### src/rtl/ram512_loader_pkg.sv
// rtl/ram512_loader_pkg.sv - shared constants and state encoding for the RAM512 loader
package ram512_loader_pkg;

  localparam int ADDR_W_DEF = 9;
  localparam int DATA_W_DEF = 16;
  localparam int RAM_DEPTH  = 512;

  typedef enum logic [1:0] {
    S_IDLE   = 2'd0,
    S_WRITE  = 2'd1,
    S_VERIFY = 2'd2,
    S_DONE   = 2'd3
  } state_t;

endpackage

### src/rtl/ram512_loader_addr_walker.sv
// rtl/ram512_loader_addr_walker.sv - wrapping address counter with remaining-word down-counter
module addr_walker #(
  parameter int ADDR_W = 9
) (
  input  logic              clk,
  input  logic              rst_n,
  input  logic              load,
  input  logic [ADDR_W-1:0] load_addr,
  input  logic [ADDR_W:0]   load_count,
  input  logic              step,
  output logic [ADDR_W-1:0] addr,
  output logic              last
);

  logic [ADDR_W:0] remaining;

  // load wins over step so the top can reload on the final write beat
  always_ff @(posedge clk) begin
    if (!rst_n) begin
      addr      <= '0;
      remaining <= '0;
    end else if (load) begin
      addr      <= load_addr;
      remaining <= load_count;
    end else if (step) begin
      addr      <= addr + 1'b1;
      remaining <= remaining - 1'b1;
    end
  end

  assign last = (remaining == {{ADDR_W{1'b0}}, 1'b1});

endmodule

### src/rtl/ram512_loader.sv
// rtl/ram512_loader.sv - fills or clears a RAM512 region from a word stream, then verifies it
module ram512_loader
  import ram512_loader_pkg::*;
#(
  parameter int ADDR_W = ADDR_W_DEF,
  parameter int DATA_W = DATA_W_DEF
) (
  input  logic              clk,
  input  logic              rst_n,
  input  logic              start,
  input  logic              clear,
  input  logic [ADDR_W-1:0] base,
  input  logic [ADDR_W:0]   count,
  input  logic              s_valid,
  input  logic [DATA_W-1:0] s_data,
  output logic              s_ready,
  output logic              ram_load,
  output logic [ADDR_W-1:0] ram_address,
  output logic [DATA_W-1:0] ram_in,
  input  logic [DATA_W-1:0] ram_out,
  output logic              busy,
  output logic              done,
  output logic              error,
  output logic [DATA_W-1:0] checksum
);

  // Full bank size; larger requests collapse to this.
  localparam logic [ADDR_W:0] MAX_COUNT = {1'b1, {ADDR_W{1'b0}}};

  state_t            state, state_nx;
  logic [ADDR_W-1:0] base_q;
  logic [ADDR_W:0]   count_q;
  logic              clear_q;
  logic [DATA_W-1:0] wsum, rsum, checksum_q;
  logic              error_q;

  logic [ADDR_W:0]   count_clamped;
  logic              accept;
  logic              write_beat;
  logic              load_raw;

  logic              wk_load, wk_step, wk_last;
  logic [ADDR_W-1:0] wk_addr_in, wk_addr;
  logic [ADDR_W:0]   wk_count_in;

  assign count_clamped = (count > MAX_COUNT) ? MAX_COUNT : count;

  addr_walker #(.ADDR_W(ADDR_W)) u_walker (
    .clk        (clk),
    .rst_n      (rst_n),
    .load       (wk_load),
    .load_addr  (wk_addr_in),
    .load_count (wk_count_in),
    .step       (wk_step),
    .addr       (wk_addr),
    .last       (wk_last)
  );

  // next state, walker control and RAM-side outputs
  always_comb begin
    state_nx    = state;
    wk_load     = 1'b0;
    wk_step     = 1'b0;
    wk_addr_in  = base_q;
    wk_count_in = count_q;
    accept      = 1'b0;
    write_beat  = 1'b0;
    load_raw    = 1'b0;
    s_ready     = 1'b0;
    ram_in      = '0;
    busy        = 1'b0;
    done        = 1'b0;
    case (state)
      S_IDLE, S_DONE: begin
        done     = (state == S_DONE);
        state_nx = S_IDLE;
        if (start) begin
          accept      = 1'b1;
          wk_load     = 1'b1;
          wk_addr_in  = base;
          wk_count_in = count_clamped;
          state_nx    = (count_clamped == '0) ? S_DONE : S_WRITE;
        end
      end
      S_WRITE: begin
        busy       = 1'b1;
        s_ready    = !clear_q;
        ram_in     = clear_q ? '0 : s_data;
        write_beat = clear_q || s_valid;
        load_raw   = write_beat;
        wk_step    = write_beat;
        if (write_beat && wk_last) begin
          // rewind to base for the verify pass
          wk_load  = 1'b1;
          state_nx = S_VERIFY;
        end
      end
      S_VERIFY: begin
        busy    = 1'b1;
        wk_step = 1'b1;
        if (wk_last) state_nx = S_DONE;
      end
      default: state_nx = S_IDLE;
    endcase
  end

  // reset must block RAM writes even in the very cycle it is asserted
  assign ram_load    = load_raw && rst_n;
  assign ram_address = wk_addr;
  assign error       = error_q;
  assign checksum    = checksum_q;

  // state register, operation parameters, running sums and result flags
  always_ff @(posedge clk) begin
    if (!rst_n) begin
      state      <= S_IDLE;
      base_q     <= '0;
      count_q    <= '0;
      clear_q    <= 1'b0;
      wsum       <= '0;
      rsum       <= '0;
      checksum_q <= '0;
      error_q    <= 1'b0;
    end else begin
      state <= state_nx;
      if (accept) begin
        base_q     <= base;
        count_q    <= count_clamped;
        clear_q    <= clear;
        wsum       <= '0;
        rsum       <= '0;
        checksum_q <= '0;
        error_q    <= 1'b0;
      end
      if (write_beat) wsum <= wsum + ram_in;
      if (state == S_VERIFY) begin
        rsum <= rsum + ram_out;
        if (wk_last) begin
          error_q    <= ((rsum + ram_out) != wsum);
          checksum_q <= wsum;
        end
      end
    end
  end

endmodule

### config.mk
export PLATFORM = sky130hd
export DESIGN_NAME = ram512_loader
export DESIGN_NICKNAME = d
export VERILOG_FILES = /design/src/rtl/ram512_loader_pkg.sv /design/src/rtl/ram512_loader_addr_walker.sv /design/src/rtl/ram512_loader.sv
export SDC_FILE = /design/constraint.sdc
export NUM_CORES = 1
export LEC_CHECK = 0
export ABC_AREA = 1
export BUFFER_PORTS_ARGS = -buffer_cell sky130_fd_sc_hd__buf_2
export CORE_ASPECT_RATIO = 0.8
export CORE_MARGIN = 1.5
export CORE_UTILIZATION = 40
export CTS_BUF_LIST = sky130_fd_sc_hd__clkbuf_16
export DETAILED_ROUTE_END_ITERATION = 8
export GPL_ROUTABILITY_DRIVEN = 0
export GPL_TIMING_DRIVEN = 0
export SLEW_MARGIN = 20
export SYNTH_ARGS = -nofsm -noshare
export SYNTH_HDL_FRONTEND = slang
export SYNTH_SLANG_ARGS = --single-unit
### constraint.sdc
create_clock -name clk -period 3 [get_ports clk]
set_clock_uncertainty 0.05 [all_clocks]
set_input_delay 0.75 -clock clk [delete_from_list [all_inputs] [get_ports clk]]
set_output_delay 0.75 -clock clk [all_outputs]
set_load 0.03 [all_outputs]
==> flow_summary.json <==
{
  "status": "complete, no violations",
  "post-place-ws_ns": -0.514,
  "clk_path_buf_depth": 2,
  "hold_class": "flip-flop to flip-flop",
  "worst_pin_slew_ns": 0.630,
  "die_h_um": 111,
  "hold_viol_final": 0,
  "syn-num-nets": 962,
  "antenna_found_initial": 0,
  "synth_fa_ha_area_share_pct": 8.37,
  "setup_tns_ns": 0,
  "die_area_mm2": 0.0154,
  "yosysSeqAreaShare_pct": 30.7,
  "leakage_nw": 3.45,
  "multi_input_area_mm2": 0.00371,
  "clock_latency_ns": 0.34,
  "critical_path.max_fanout": 5,
  "dp_cells": 1153,
  "path_class": "flip-flop to output port",
  "numCtsBuffers": 9,
  "synth-xor-area-share_pct": 3.48,
  "initial_core_util_pct": 41.0,
  "floorplan.io_pins": 102,
  "tritoncts": "yes",
  "async_reset_ff_share_pct": 0,
  "fin_crit_ns": 2.88,
  "ys_warn_count": 0,
  "arrival_ns": 2.08,
  "hold_buffers": 0,
  "antenna_left": 0,
  "vias": 5905,
  "drt_first_pass_iters": 7,
  "maxSlewViolCount": 0,
  "synth-simple-area-share_pct": 31.5,
  "grt_pass1_wl_um": 27600,
  "hpwl_um": 13600,
  "worstRegToRegCells": 17,
  "final_common_cell": "nand2_1",
  "avgSynthCellArea_um2": 6.75,
  "wl_um": 17400,
  "diodes": 0,
  "hold_ws_ns": 0.415,
  "track_usage_pct": 22.4,
  "cap_violations": 0,
  "synth-seq-cells": 90,
  "rsz0062_at_grt": "true",
  "clockRootBuffer": "clkbuf_16",
  "startpoint": "state[1]$_SDFFE_PN0P_",
  "slew_headroom_pct": 58.0,
  "path_clk_slew_ns": 0.07,
  "regArea_mm2": 0.00181,
  "drt-vias-per-instance": 4.99,
  "cp-start-kind": "flip-flop",
  "cp.required_ns": 2.20,
  "fin_nets": 1088,
  "synth_compound_area_share_pct": 16.3,
  "clock-sinks": 90,
  "synth_edf_count": 0,
  "timing.rr.end": "wsum[15]$_SDFFE_PN0P_",
  "drive_gt1_share_pct": 22.5,
  "rows": 39,
  "fmax_mhz": 347,
  "power_density_mw_per_mm2": 791,
  "gr-total-overflow": 0,
  "final_cell_count_no_fill": 1183,
  "fillCellCount": 1488,
  "synth_top_family_by_area": "simple AND/OR/NAND/NOR gates",
  "r2r-start": "state[1]$_SDFFE_PN0P_",
  "fp.dieW_um": 138,
  "mostFrequentLayoutCells": "190 x nand2_1, 104 x buf_2, 98 x inv_1, 88 x dfxtp_1, 82 x nand3_1",
  "wire_per_inst_um": 14.7,
  "grt_max_degree": 17,
  "netlist_area_mm2": 0.00586,
  "cp-endpoint": "ram_in[10]",
  "peakVddDrop_uv": 383,
  "end_kind": "output port",
  "synth_mux_area_share_pct": 0.512,
  "syn_inst": 868,
  "final.period_utilization_pct": 96.0,
  "synthFlopType": "dfxtp_1",
  "area_growth_pct": 24.0,
  "htree_levels": 3,
  "synth_cell_types": 56,
  "dr.first_iter.drc_count": 374,
  "port_buffers": 101,
  "drc_errors": 0,
  "final-setup-viol-count": 0,
  "grt_pass1_vias": 5147,
  "fin_ws_ns": 0.119,
  "ff2ff_setup_slack_ns": 0.13,
  "fp.coreArea_mm2": 0.0143
}
[layer usage]
layer	wire (µm)	GRT usage (%)	vias up
li1	-	-	3102
met1	9580	35.8	2638
met2	6770	31.2	152
met3	833	3.33	13
met4	187	4.63	0
met5	0	0	-
[per-stage QoR]
stage | cell area, µm² | util (%) | power (mW)
floorplan | 5920 | - | 3.53
global route | 7270 | 50.8 | 6.14
detailed placement | 6660 | 46.6 | 4.25
finish | 7270 | 50.8 | 5.75
global placement | 6660 | 46.6 | 4.24
CTS | 7050 | 49.3 | 5.64
[critical path, stage by stage (launching register included)]
cell        delay (ns)
dfxtp_2           0.35
inv_2             0.07
ha_4              0.14
inv_4             0.05
nor2_4            0.18
clkinvlp_4        0.23
clkbuf_16         0.23
buf_4             0.15
nor2_4            0.12
buf_2             0.22
[repair_timing]
item,4_1_cts,5_1_grt
cloned,0,1
hold endpoints to repair,0,0
pin swaps,0,12
setup endpoints to repair,23,12
setup buffers,1,12
resized for setup,6,31
[sequential cells by signal (all words and copies together), names as in the netlist]
name                cells
rsum                   16
error                   1
wsum                   16
u_walker.remaining     10
base_q                  9
clear_q                 1
state                   2
count_q                10
u_walker.addr           9
checksum               16
[worst min-delay path by stage]
stage	start	end	slack, ns	cells past startpoint
2_1_floorplan	rsum[0]$_SDFFE_PN0P_	rsum[0]$_SDFFE_PN0P_	0.39	2
3_3_place_gp	checksum[3]$_SDFF_PN0_	checksum[3]$_SDFF_PN0_	0.40	2
3_5_place_dp	checksum[2]$_SDFF_PN0_	checksum[2]$_SDFF_PN0_	0.41	2
4_1_cts	checksum[2]$_SDFF_PN0_	checksum[2]$_SDFF_PN0_	0.42	2
5_1_grt	checksum[2]$_SDFF_PN0_	checksum[2]$_SDFF_PN0_	0.43	2
6_report	checksum[3]$_SDFF_PN0_	checksum[3]$_SDFF_PN0_	0.42	2
[power by group]
| part | switching, mW | internal, mW |
|---|---|---|
| combinational | 1.87 | 0.942 |
| sequential | 0.181 | 1.41 |
| clock | 0.520 | 0.824 |
[synthesized netlist by cell type (10+ instances only)]
library cell | number | area [µm²]
a21oi_1 | 84 | 420
clkbuf_1 | 15 | 56.3
dfxtp_1 | 90 | 1800
ha_1 | 36 | 450
inv_1 | 101 | 379
inv_2 | 10 | 37.5
nand2_1 | 192 | 721
nand2_2 | 16 | 100
nand3_1 | 83 | 415
nor2_1 | 80 | 300
o21ai_0 | 49 | 245
xor2_1 | 15 | 131
[cell families (layout without fill, tap and decap cells)]
logic type / after synthesis / in the layout
buffers and inverters: 137 / 268
DFF: 90 / 90
AOI/OAI and AO/OA: 169 / 169
xor gates and xnor gates: 20 / 20
adders and majority gates: 38 / 38
and+or+nand+nor: 411 / 411
muxes: 3 / 3
[layout make-up]
cell class / count / area share (%)
multi-input cells: 641 / 51.0
flip-flops and latches: 90 / 24.9
repair buffers: 115 / 8.45
inverters: 115 / 6.08
well taps: 184 / 3.17
clock buffers: 9 / 3.10
clock inverters: 7 / 1.70
plain buffers: 22 / 1.64
Power figures use the tool's default switching activity.
